**src/rtl/ascii2morse_pkg.sv**
```systemverilog
// Shared definitions for the ASCII-to-Morse datapath: buffer geometry defaults,
// ASCII case-mapping constants and the read-side FSM state encoding.
package ascii2morse_pkg;

  localparam int BUF_ADDR_W = 10;
  localparam int BUF_DATA_W = 8;

  localparam logic [7:0] ASCII_LOWER_A     = 8'h61;
  localparam logic [7:0] ASCII_LOWER_Z     = 8'h7A;
  localparam logic [7:0] ASCII_CASE_OFFSET = 8'h20;

  typedef enum logic [1:0] {
    IDLE  = 2'd0,
    READ  = 2'd1,
    LOAD  = 2'd2,
    VALID = 2'd3
  } reader_state_t;

endpackage

```
**src/rtl/buffer_reader_if.sv**
```systemverilog
// Byte stream from the buffer reader to the Morse encoder (valid/ready).
// The reader drives data/valid through the master modport; the encoder owns ready.
interface buffer_reader_if #(
  parameter int DATA_W = 8
);
  logic [DATA_W-1:0] o_data;
  logic              o_valid;
  logic              i_ready;

  modport master (
    output o_data,
    output o_valid,
    input  i_ready
  );

  modport slave (
    input  o_data,
    input  o_valid,
    output i_ready
  );
endinterface

```
**src/rtl/ascii_upcase.sv**
```systemverilog
// Combinational ASCII lower-to-upper case mapper; passes every other code through.
// ENABLE=0 turns it into a plain wire so callers can keep one datapath shape.
module ascii_upcase
  import ascii2morse_pkg::*;
#(
  parameter int DATA_W = BUF_DATA_W,
  parameter bit ENABLE = 1'b1
) (
  input  logic [DATA_W-1:0] byte_i,
  output logic [DATA_W-1:0] byte_o
);

  logic is_lower;

  assign is_lower = ENABLE
                 && (byte_i >= DATA_W'(ASCII_LOWER_A))
                 && (byte_i <= DATA_W'(ASCII_LOWER_Z));

  assign byte_o = is_lower ? (byte_i - DATA_W'(ASCII_CASE_OFFSET)) : byte_i;

endmodule

```
**src/rtl/buffer_reader.sv**
```systemverilog
// Read side of the ASCII receive buffer: chases the write pointer, fetches bytes through
// the buffer's registered read port and hands them to the Morse encoder over valid/ready.
module buffer_reader
  import ascii2morse_pkg::*;
#(
  parameter int ADDR_W = BUF_ADDR_W,
  parameter int DATA_W = BUF_DATA_W,
  parameter bit UPCASE = 1'b1
) (
  input  logic                i_clk,
  input  logic                i_rst,
  input  logic [ADDR_W-1:0]   i_w_address,
  input  logic [DATA_W-1:0]   i_data,
  output logic [ADDR_W-1:0]   r_address,
  input  logic                i_flush,
  buffer_reader_if.master     enc,
  output logic [ADDR_W-1:0]   o_count,
  output logic                o_empty
);

  localparam logic [1:0] ST_IDLE  = IDLE;
  localparam logic [1:0] ST_READ  = READ;
  localparam logic [1:0] ST_LOAD  = LOAD;
  localparam logic [1:0] ST_VALID = VALID;

  logic [1:0]        state_q, state_d;
  logic [ADDR_W-1:0] r_address_q, r_address_d;
  logic [DATA_W-1:0] data_q, data_d;
  logic              valid_q, valid_d;
  logic [ADDR_W-1:0] count;
  logic [DATA_W-1:0] data_mapped;

  // Modular distance; a completely full buffer reads as empty by design.
  assign count     = i_w_address - r_address_q;
  assign o_count   = count;
  assign o_empty   = (count == '0);
  assign r_address = r_address_q;

  assign enc.o_data  = data_q;
  assign enc.o_valid = valid_q;

  ascii_upcase #(
    .DATA_W (DATA_W),
    .ENABLE (UPCASE)
  ) u_upcase (
    .byte_i (i_data),
    .byte_o (data_mapped)
  );

  always_comb begin
    state_d     = state_q;
    r_address_d = r_address_q;
    data_d      = data_q;
    valid_d     = valid_q;

    if (i_flush) begin
      // Flush beats a same-cycle handshake: the presented byte is dropped, not consumed.
      r_address_d = i_w_address;
      valid_d     = 1'b0;
      state_d     = ST_IDLE;
    end else begin
      case (state_q)
        ST_IDLE: begin
          if (count != '0) begin
            state_d = ST_READ;
          end
        end
        ST_READ: begin
          state_d = ST_LOAD;
        end
        ST_LOAD: begin
          data_d      = data_mapped;
          valid_d     = 1'b1;
          r_address_d = r_address_q + ADDR_W'(1);
          state_d     = ST_VALID;
        end
        ST_VALID: begin
          // count is already post-increment here, since the pointer moved at LOAD.
          if (valid_q && enc.i_ready) begin
            valid_d = 1'b0;
            state_d = (count != '0) ? ST_READ : ST_IDLE;
          end
        end
        default: begin
          state_d = ST_IDLE;
        end
      endcase
    end
  end

  always_ff @(posedge i_clk or posedge i_rst) begin
    if (i_rst) begin
      state_q     <= ST_IDLE;
      r_address_q <= '0;
      data_q      <= '0;
      valid_q     <= 1'b0;
    end else begin
      state_q     <= state_d;
      r_address_q <= r_address_d;
      data_q      <= data_d;
      valid_q     <= valid_d;
    end
  end

endmodule
```
**src/flat_wrapper.sv**
```systemverilog
// flat-port wrapper written by rule: the top's interface ports become plain ports
module buffer_reader_flat import ascii2morse_pkg::*;
#(
  parameter int ADDR_W = BUF_ADDR_W,
  parameter int DATA_W = BUF_DATA_W,
  parameter bit UPCASE = 1'b1
)
  (i_clk, i_rst, i_w_address, i_data, r_address, i_flush, o_count, o_empty, enc_o_data, enc_o_valid, enc_i_ready);
  buffer_reader_if #(.DATA_W(DATA_W)) enc_i ();
  input  logic i_clk;
  input  logic i_rst;
  input  logic [ADDR_W-1:0] i_w_address;
  input  logic [DATA_W-1:0] i_data;
  output logic [ADDR_W-1:0] r_address;
  input  logic i_flush;
  output logic [ADDR_W-1:0] o_count;
  output logic o_empty;
  output wire logic [$bits(enc_i.o_data)-1:0] enc_o_data;
  output wire logic [$bits(enc_i.o_valid)-1:0] enc_o_valid;
  input wire logic [$bits(enc_i.i_ready)-1:0] enc_i_ready;
  assign enc_o_data = enc_i.o_data;
  assign enc_o_valid = enc_i.o_valid;
  assign enc_i.i_ready = enc_i_ready;
  buffer_reader #(.ADDR_W(ADDR_W), .DATA_W(DATA_W), .UPCASE(UPCASE)) u_core (.i_clk(i_clk), .i_rst(i_rst), .i_w_address(i_w_address), .i_data(i_data), .r_address(r_address), .i_flush(i_flush), .enc(enc_i), .o_count(o_count), .o_empty(o_empty));
endmodule
```
**config.mk**
```make
export PLATFORM = sky130hd
export DESIGN_NAME = buffer_reader_flat
export DESIGN_NICKNAME = d
export VERILOG_FILES = /design/src/rtl/ascii2morse_pkg.sv /design/src/rtl/buffer_reader_if.sv /design/src/rtl/ascii_upcase.sv /design/src/rtl/buffer_reader.sv /design/src/flat_wrapper.sv
export SDC_FILE = /design/constraint.sdc
export NUM_CORES = 1
export LEC_CHECK = 0
export CAP_MARGIN = 20
export CORE_MARGIN = 2
export CORE_UTILIZATION = 45
export CTS_BUF_LIST = sky130_fd_sc_hd__clkbuf_4
export DETAILED_ROUTE_END_ITERATION = 10
export GPL_ROUTABILITY_DRIVEN = 0
export PLACE_DENSITY = 0.79
export SKIP_CTS_REPAIR_TIMING = 1
export SLEW_MARGIN = 20
export SYNTH_ARGS = -nofsm -noshare
export SYNTH_HDL_FRONTEND = slang
export SYNTH_HIERARCHICAL = 1
export SYNTH_SLANG_ARGS = --single-unit
```
**constraint.sdc**
```tcl
create_clock -name i_clk -period 4.7 [get_ports i_clk]
set_input_delay 1.41 -clock i_clk [delete_from_list [all_inputs] [get_ports i_clk]]
set_output_delay 1.41 -clock i_clk [all_outputs]
set_load 0.1 [all_outputs]
```
# Yosys cells after proc, flatten, opt, wreduce, memory -nomap -nowiden
# Index checks and enable logic that the tools add are counted.
dict set report classes {
  add_sub_neg 3
  n_mul 0
  n_div 0
  magnitude_cmp 2
  n_eq_ne 5
  n_shift 0
  mux 11
  bitwise 1
  reduce_logical 10
}
# op count
set ops {}
lappend ops {{10-bit two-way mux} 2}
lappend ops {{10-bit by 1-bit adder with 10-bit output (second input constant)} 1}
lappend ops {{10-bit logical NOT} 1}
lappend ops {{10-bit nonzero test} 1}
lappend ops {{10-bit subtractor} 1}
lappend ops {{8-bit by 7-bit greater-or-equal comparator with 1-bit output (second input constant)} 1}
lappend ops {{8-bit by 7-bit less-or-equal comparator with 1-bit output (second input constant)} 1}
lappend ops {{8-bit two-way mux} 1}
lappend ops {{2-bit one-hot mux with 4 select lines} 1}
lappend ops {{8-bit by 6-bit subtractor with 8-bit output (second input constant)} 1}
lappend ops {{2-bit two-way mux} 3}
lappend ops {{3-bit by 2-bit inequality test with 1-bit output (second input constant)} 2}
lappend ops {{2-bit AND reduction} 3}
lappend ops {{2-bit == test (second input constant)} 2}
lappend ops {{1-bit two-way mux} 3}
lappend ops {{3-bit nonzero test} 1}
lappend ops {{2-bit by 1-bit == test with 1-bit output (second input constant)} 1}
lappend ops {{1-bit logical AND} 2}
lappend ops {{2-bit logical NOT} 1}
lappend ops {{1-bit one-hot mux with 2 select lines} 1}
lappend ops {{2-bit nonzero test} 1}
lappend ops {{1-bit NOT} 1}
dict set report totals {
  register_bits 21
  latch_bits 0
  ram_bits 0
  romBits 0
  input_bits 22
  output_inout_bits 30
  wordCells 36
  n_memories 0
}

# Logic depth before layout (Yosys ltp)
# Gate-level depths: netlist (run 1).
dict set report depth {
  word_depth 6
  ltp_mapped 11
  mapped_depth_nobuf 11
}

# Modules after synthesis
# Netlist (run 1), hierarchy kept.
# module instances cells_each area_per_inst_um2 seq_area_each_um2
set by_module_without_submodules {}
lappend by_module_without_submodules {buffer_reader 1 188 1679.1 525.5}
lappend by_module_without_submodules {ascii_upcase 1 17 127.6 0.0}

# Worst setup path after synthesis (run 1)
# OpenSTA, ideal clock, no wires.
dict set report synth_path {
  path_kind {input to output}
  startpoint {in i_w_address[0]}
  endpoint {out o_empty}
  arrival_ns 5.865
  t_required_ns 3.290
  slack_ns -2.575
  stages 8
  path_buffers 0
  cell_sequence {inv_1 > ha_1 > inv_1 > fa_1 > a21oi_1 > o21ai_0 > a211oi_1 > nor4_2}
}
dict set report synth_between {
  elab_chain_len 2
}
# element line
set synth_rtl {}
lappend synth_rtl {{start, declared} flat_wrapper.sv:12} ;# input logic [ADDR_W-1:0] i_w_address;
lappend synth_rtl {{10-bit subtractor} buffer_reader.sv:34} ;# assign count = i_w_address - r_address_q;
lappend synth_rtl {{net o_count[6]} flat_wrapper.sv:16} ;# output logic [ADDR_W-1:0] o_count;
lappend synth_rtl {{10-bit logical NOT} buffer_reader.sv:36} ;# assign o_empty = (count == '0);
lappend synth_rtl {{end, declared} flat_wrapper.sv:17} ;# output logic o_empty;
# The timed path passes the listed nets, and every way through them passes these cells.

# Worst setup path in the final report (run 1)
dict set report layout_path {
  startpoint {in i_w_address[0]}
  endpoint {out o_empty}
}
dict set report layout_between {
  elab_chain_len 2
}
# element line
set layout_rtl {}
lappend layout_rtl {{10-bit subtractor} buffer_reader.sv:34}
lappend layout_rtl {{10-bit logical NOT} buffer_reader.sv:36}
# Every way passes these cells.

==> results.md, run 1 <==
* Fin nets at 332
* GRT Total Usage at between 20% and 30%
* Synth top area cells: dfrtp_1 29%, ha_1 9.7%, xnor2_1 6.3%
* Maxcap violations at 0
* Core area at 3940 um2
* H-tree levels at 1
* Total Wirelength at 5.08 mm
* Worst R2R Setup Slack at approximately 1.8 ns
* Top cell type's share of synthesized area at between 20% and 30%
* Io pins at 52
* CTS root buf: clkbuf_4
* Synth Instances at 205
* Number of warnings issued by yosys at 6
* Clock-pin slew on the worst setup and hold paths at 0.11 ns
* Number of synthesized flops with an enable pin at 0
* CTS tree: yes
* WP data required at 3.29 ns
* Final min period at 5.26 ns
* Final worst slack at -0.556 ns
* Final Non-Filler Cells at around 340
* Vias in the first global route at 1902
* Max-slew violation count at 0
* Post-placement setup slack at -0.942 ns
* Insertion delay to the later sink of the worst-skew pair at 0.30 ns
* Share of power burned in registers at approximately 16%
* Setup TNS after final layout at -0.596 ns
* Worst R2R Start: u_core/r_address[0]$_DFFE_PP0P_
* Failing checks: setup timing
* Most instantiated library cell after synthesis: inv_1
* DRC viols at 0
* Ant diodes at 0
* Synthesized area at 1810 um2
* R2R cell count at 12
* Initial DRT Pass Iterations at 4
* Initial antenna violation count at 0
* Synthesized flop and latch total at 21
* Switching share of power at between 50% and 60%
* Initial Utilization at 45.8%
* Synth cell count leaders: 24 x inv_1, 21 x dfrtp_1, 20 x nand2_1
* Fmax at 190 MHz
* Dpl cells at 337
* CP Capture Point: o_empty
* Setup Skew at 0.00583 ns
* Post-synth top area cell: dfrtp_1
* Antenna Nets Post-Route at 0
* Layout Area Growth over Synthesis at 63.9%
* Worst vdd rail ir drop at 0.542 mV
* Initial DRC count at between 90 and 100
* Total clock sinks at 21
* # setup viols final at 2
* Gate power share at 78.6%
* Post-DP HPWL at 4.02 mm
* Max-slew headroom at about a third
* Result of the run: complete, but fails checks
* CTS Buf Count at 3
* Avg WL per Cell at 14.8 um
* Layout cell share with drive strength beyond 1 at 33.0%
* Switching Power at 0.00101 W
* # rows at 23
* Overflow after GRT at 0
* Type of the worst min-delay path: reg -> reg
* Final Core Density at 75.1%
* Startpoint types: input port
* I/O Buffers at 51
* Critical Path Fanout Max at 2
* Post-synthesis sequential area ratio at about 29%
* Routed via count at around 1900
* Avg Cell Area, Syn at around 9 um2
* Leakage at 1.33 nW
* Crit end category: output port
* Largest net degree at the start of global routing at 27
* Synth Flop Type: dfrtp_1
* Die Span Y at 67.4 um
* WS Path Type: in -> out
* Worst hold stages at 1
* Die X-Extent at 67.4 um
* RSZ-0062 raised after global routing: yes
* Internal at 0.000761 W
* Cell Pwr Density at between 500 and 600 nW/um2
* Worst EP arrival at 3.85 ns
* Die ar. at around 4500 um2
* Crit Reg-Reg Endpoint: u_core/state_q[1]$_DFFE_PP0P_
* Max clock buf depth at 2
* Period utilisation layout at 112%
* Asr flop ratio synth at 100%
* Worst Setup SP: i_w_address[0]
* Synthesized net count at 242
* Clock group share of total power at between 5 and 6%
* Vias per inst at 5.47
* Global-route wire length before repair at 8.29 mm
* Netlist cell types at 49
* Worst-margin pin slew at a little under 1 ns
* Hold Violations, Final at 0
==> cells by family after synthesis <==
| family | synth area share (%) |
|---|---|
| muxes | 6.65 |
| AOI/OAI and AO/OA | 21.3 |
| buffers and inverters | 8.93 |
| DFF | 29.1 |
| and+or+nand+nor | 15.9 |
| adders and majority gates | 10.8 |
| xor gates and xnor gates | 7.27 |
==> per-stage QoR <==
stage                     power, W  hold slack [ns]  area, um2
after floorplan            0.00120            0.538       1900
after global placement     0.00162            0.490       2820
after detailed placement   0.00165            0.501       2820
after CTS                  0.00174            0.528       2850
after global routing       0.00185            0.537       2960
final                      0.00177            0.523       2960
==> cell usage in the layout (no fill, tap or decap), types with 3 or more instances in the layout <==
cell type,count
a211oi_1,4
ha_4,3
buf_4,44
a21oi_1,4
nand2b_1,3
ha_2,3
dlymetal6s2s_1,6
o21ai_0,15
xnor2_2,3
buf_12,11
nand2_1,20
ha_1,8
mux2i_1,3
nor2b_1,3
inv_1,21
clkbuf_4,4
nor3_1,3
a21oi_2,3
mux2_2,8
nor2_1,12
dfrtp_1,21
xnor2_1,10
clkdlybuf4s50_1,33
==> worst max-delay path, stage by stage <==
cell and delay [ns]:
buf_8 0.10, inv_4 0.05, ha_4 0.12, inv_2 0.04
fa_2 0.39, a21oi_4 0.18, o21ai_2 0.08, a21oi_2 0.19
xor2_2 0.23, clkinvlp_4 0.14, or4_4 0.51, nor4_4 0.19
buf_12 0.21
==> flip-flops by register name, summed over array words and instances (netlist names) <==
register,flops
u_core/r_address,10
u_core/enc.o_valid,1
u_core/enc.o_data,8
u_core/state_q,2
==> power by group through the flow <==
stage                     sequential [W]  clock [W]  combinational [W]
after floorplan                 0.000645          0           0.000559
after global placement          0.000282          0            0.00134
after detailed placement        0.000287          0            0.00136
after CTS                       0.000284  0.0000951            0.00136
after global routing            0.000293   0.000103            0.00146
final                           0.000286  0.0000931            0.00139
==> layer usage <==
metal  GRT usage (%)  part of all wire (%)  up-vias
li1                -                     -      896
met1            29.3                    42      921
met2            42.2                    52       50
met3            3.83                   3.6       14
met4            7.65                   2.3        0
met5               0                     0        -
==> how the worst min path moves through the flow <==
stage	slack [ns]	endpoint	from
after global placement	0.49	u_core/enc.o_data[6]$_DFFE_PP0P_	u_core/enc.o_data[6]$_DFFE_PP0P_
after global routing	0.54	u_core/enc.o_data[4]$_DFFE_PP0P_	u_core/enc.o_data[4]$_DFFE_PP0P_
final	0.52	u_core/enc.o_data[2]$_DFFE_PP0P_	u_core/enc.o_data[2]$_DFFE_PP0P_
after CTS	0.53	u_core/enc.o_data[4]$_DFFE_PP0P_	u_core/enc.o_data[4]$_DFFE_PP0P_
after floorplan	0.54	u_core/state_q[1]$_DFFE_PP0P_	u_core/state_q[1]$_DFFE_PP0P_
after detailed placement	0.50	u_core/enc.o_data[2]$_DFFE_PP0P_	u_core/enc.o_data[2]$_DFFE_PP0P_
==> area by class of cell <==
type / instances / area [um2]
well taps: 50 / 62.6
flip-flops and latches: 21 / 526
fillers: 290 / 981
clock buffers: 4 / 30.0
multi-input cells: 149 / 1260
inverters: 24 / 96.3
repair buffers: 96 / 982
Power figures use the tool's default switching activity.
==> inputs of run 2 (changes only) <==
--- a/config.mk
+++ b/config.mk
@@ -9,6 +9,7 @@
 export CORE_MARGIN = 2
 export CORE_UTILIZATION = 45
 export CTS_BUF_LIST = sky130_fd_sc_hd__clkbuf_4
+export CTS_CLUSTER_SIZE = 10
 export DETAILED_ROUTE_END_ITERATION = 10
 export GPL_ROUTABILITY_DRIVEN = 0
 export PLACE_DENSITY = 0.79
==> results of run 2 <==
The final DEF is identical to that of run 1; final timing and power are the same.
==> inputs of run 3 (changes only) <==
--- a/config.mk
+++ b/config.mk
@@ -7,12 +7,13 @@
 export LEC_CHECK = 0
 export CAP_MARGIN = 20
 export CORE_MARGIN = 2
-export CORE_UTILIZATION = 45
+export CORE_UTILIZATION = 55
 export CTS_BUF_LIST = sky130_fd_sc_hd__clkbuf_4
 export CTS_CLUSTER_SIZE = 10
 export DETAILED_ROUTE_END_ITERATION = 10
+export DONT_BUFFER_PORTS = 1
 export GPL_ROUTABILITY_DRIVEN = 0
-export PLACE_DENSITY = 0.79
+export PLACE_DENSITY = 0.73
 export SKIP_CTS_REPAIR_TIMING = 1
 export SLEW_MARGIN = 20
 export SYNTH_ARGS = -nofsm -noshare
==> run 3 against run 2 <==
- the flow still finishes with violations (setup timing)
- non-clock buffer count fell by 49
- critical path depth fell by 1
- power fell by 15%
- setup slack improved by 0.27 ns
- global-route usage rose by 3.1 points
- largest cell class unchanged
- largest power group unchanged
- highest routed layer unchanged
==> results.md, run 3 (synthesis gave the netlist of run 1 again) <==
* Initial Utilization at 58.7% (+13 points)
* Max reg flops at 10 (unchanged)
* Critical Path Fanout Max at 2 (unchanged)
* # rows at 20 (-13%)
* Crit Reg-Reg Endpoint: u_core/state_q[1]$_DFFE_PP0P_
* Fmax at 200 MHz (+5.4%)
* Power Total at 0.00151 W (-15%)
* Max-slew headroom at 38.3% (+3.7 points)
* # setup viols final at 1 (-1)
* GRT Total Usage at 26.8% (+3.1 points)
* Design area at 2360 um2 (-20%)
* Post-placement setup slack at -0.527 ns (+0.415 ns)
* Crit end category: output port
* Die ar. at 3760 um2 (-17%)
* Die X-Extent at 61.3 um (-9.0%)
* Ant diodes at 0 (unchanged)
* Worst R2R Setup Slack at 1.86 ns (+0.09 ns)
* Worst hold path startpoint: u_core/state_q[1]$_DFFE_PP0P_
* Routed via count at 1646 (-12%)
* RSZ-0062 raised after global routing: yes
* Io pins at 52 (unchanged)
* Worst vdd rail ir drop at 0.505 mV (-6.9%)
* CTS Buf Count at 3 (unchanged)
* Layout cell share with drive strength beyond 1 at 33.1% (+0.068 points)
* Final Non-Filler Cells at 289 (-16%)
* R2R cell count at 12 (unchanged)
* Hold Path Sink: u_core/state_q[1]$_DFFE_PP0P_
* Worst R2R Start: u_core/r_address[0]$_DFFE_PP0P_
* Most frequent cells in the layout: 44 x buf_4, 21 x inv_1, 21 x dfrtp_1
* Initial DRC count at 48 (-50%)
* Hold Violations, Final at 0 (unchanged)
* Setup Skew at 0.0111 ns (+0.00532 ns)
* DRC viols at 0 (unchanged)
* Initial DRT Pass Iterations at 4 (unchanged)
* Most common cell after layout, fill and taps aside: buf_4
* WP data required at 3.29 ns (about the same)
* Leakage at 1.05 nW (-21%)
* Total Wirelength at 4.61 mm (-9.3%)
* Final worst slack at -0.289 ns (+0.267 ns)
* Final min period at 4.99 ns (-0.267 ns)
* Dpl cells at 284 (-16%)
* WS Path Type: in -> out
* Layout Area Growth over Synthesis at 30.7%
* Worst EP arrival at 3.58 ns (-0.27 ns)
* Vias in the first global route at 1702 (-11%)
* Total clock sinks at 21 (unchanged)
* Insertion delay to the later sink of the worst-skew pair at 0.31 ns (about the same)
* Overflow after GRT at 0 (unchanged)
* DP Area at 2280 um2 (-19%)
* Type of the worst min-delay path: reg -> reg
* Global-route wire length before repair at 7.44 mm (-10%)
* Fin nets at 283 (-15%)
* Core area at 3080 um2 (-22%)
* Initial antenna violation count at 0 (unchanged)
* CTS tree: yes
* Setup TNS after final layout at -0.289 ns (+0.308 ns)
* Failing checks: setup timing
* Worst-margin pin slew at 0.925 ns (-0.0521 ns)
* Cell Pwr Density at 641 nW/um2 (+7.1%)
* Worst hold stages at 2 (+1)
* Period utilisation layout at 106% (-5.7 points)
* Max-slew violation count at 0 (unchanged)
* Post-DP HPWL at 3.79 mm (-5.8%)
* H-tree levels at 1 (unchanged)
* Max clock buf depth at 2 (unchanged)
* I/O Buffers at 0 (-100%)
* Startpoint types: input port
* Vias per inst at 5.70 (+4.2%)
* Result of the run: complete, but fails checks
* Antenna Nets Post-Route at 0 (unchanged)
* CTS root buf: clkbuf_4
* Avg WL per Cell at 15.9 um (+8.0%)
* Largest net degree at the start of global routing at 27 (unchanged)
* Die Span Y at 61.3 um (-9.0%)
* Maxcap violations at 0 (unchanged)
* Clock-pin slew on the worst setup and hold paths at 0.12 ns (about the same)
run 3: changes by cell type in the layout (fill, tap and decap cells not counted), moves of 3 or more:
cell | previous run | this run
buf_12 | 11 | 2
clkdlybuf4s50_1 | 33 | 0
dlymetal6s2s_1 | 6 | 0
ha_1 | 8 | 12
ha_2 | 3 | 0
run 3: routing by layer:
layer	share of wire, %	track usage, %	routed length (um)	vias to the layer above
met2	48	46.4	2220	66
met3	7.8	6.72	358	20
li1	-	-	-	797
met5	0	0	0	-
met1	41	31.6	1880	763
met4	3.4	11.5	157	0
run 3: how the worst max path moves through the flow:
stage	from	end	slack, ns	depth (start not counted)
2_1_floorplan	i_w_address[0]	o_empty	-2.09	11
3_3_place_gp	i_w_address[0]	o_empty	-0.42	12
3_5_place_dp	i_w_address[0]	o_empty	-0.53	12
4_1_cts	i_w_address[0]	o_empty	-0.54	12
5_1_grt	i_w_address[0]	o_empty	-0.41	12
6_report	i_w_address[0]	o_empty	-0.29	12
run 3: power by group:
group	leakage [nW]	internal, W	total, W	switching, W
Sequential	0.256	0.000231	0.000557	0.000325
Clock	0.0177	0.0000317	0.0000867	0.0000550
Combinational	0.775	0.000289	0.000870	0.000581
Total	1.05	0.000552	0.00151	0.000961
run 3: final cells by class:
cell class | count | area (um2)
Multi-Input combinational cell | 149 | 1240
Fill cell | 229 | 716
Sequential cell | 21 | 526
Timing Repair Buffer | 47 | 395
Inverter | 24 | 120
Tap cell | 44 | 55.1
Clock buffer | 3 | 22.5
Clock inverter | 1 | 5.00
run 3: worst max-delay path, stage by stage:
cell and delay [ns]:
clkinv_16 0.02, ha_4 0.12, inv_2 0.03, fa_2 0.37
a21oi_4 0.16, o21ai_2 0.07, a21oi_2 0.19, xor2_2 0.22
clkinvlp_4 0.13, or4_4 0.43, nor4_4 0.20, buf_12 0.21
run 3: per-stage QoR:
step           util (%)  hold slack [ns]
2_1_floorplan         -            0.538
3_3_place_gp       74.2            0.557
3_5_place_dp       74.2            0.620
4_1_cts            75.1            0.653
5_1_grt            76.7            0.690
6_report           76.7            0.669
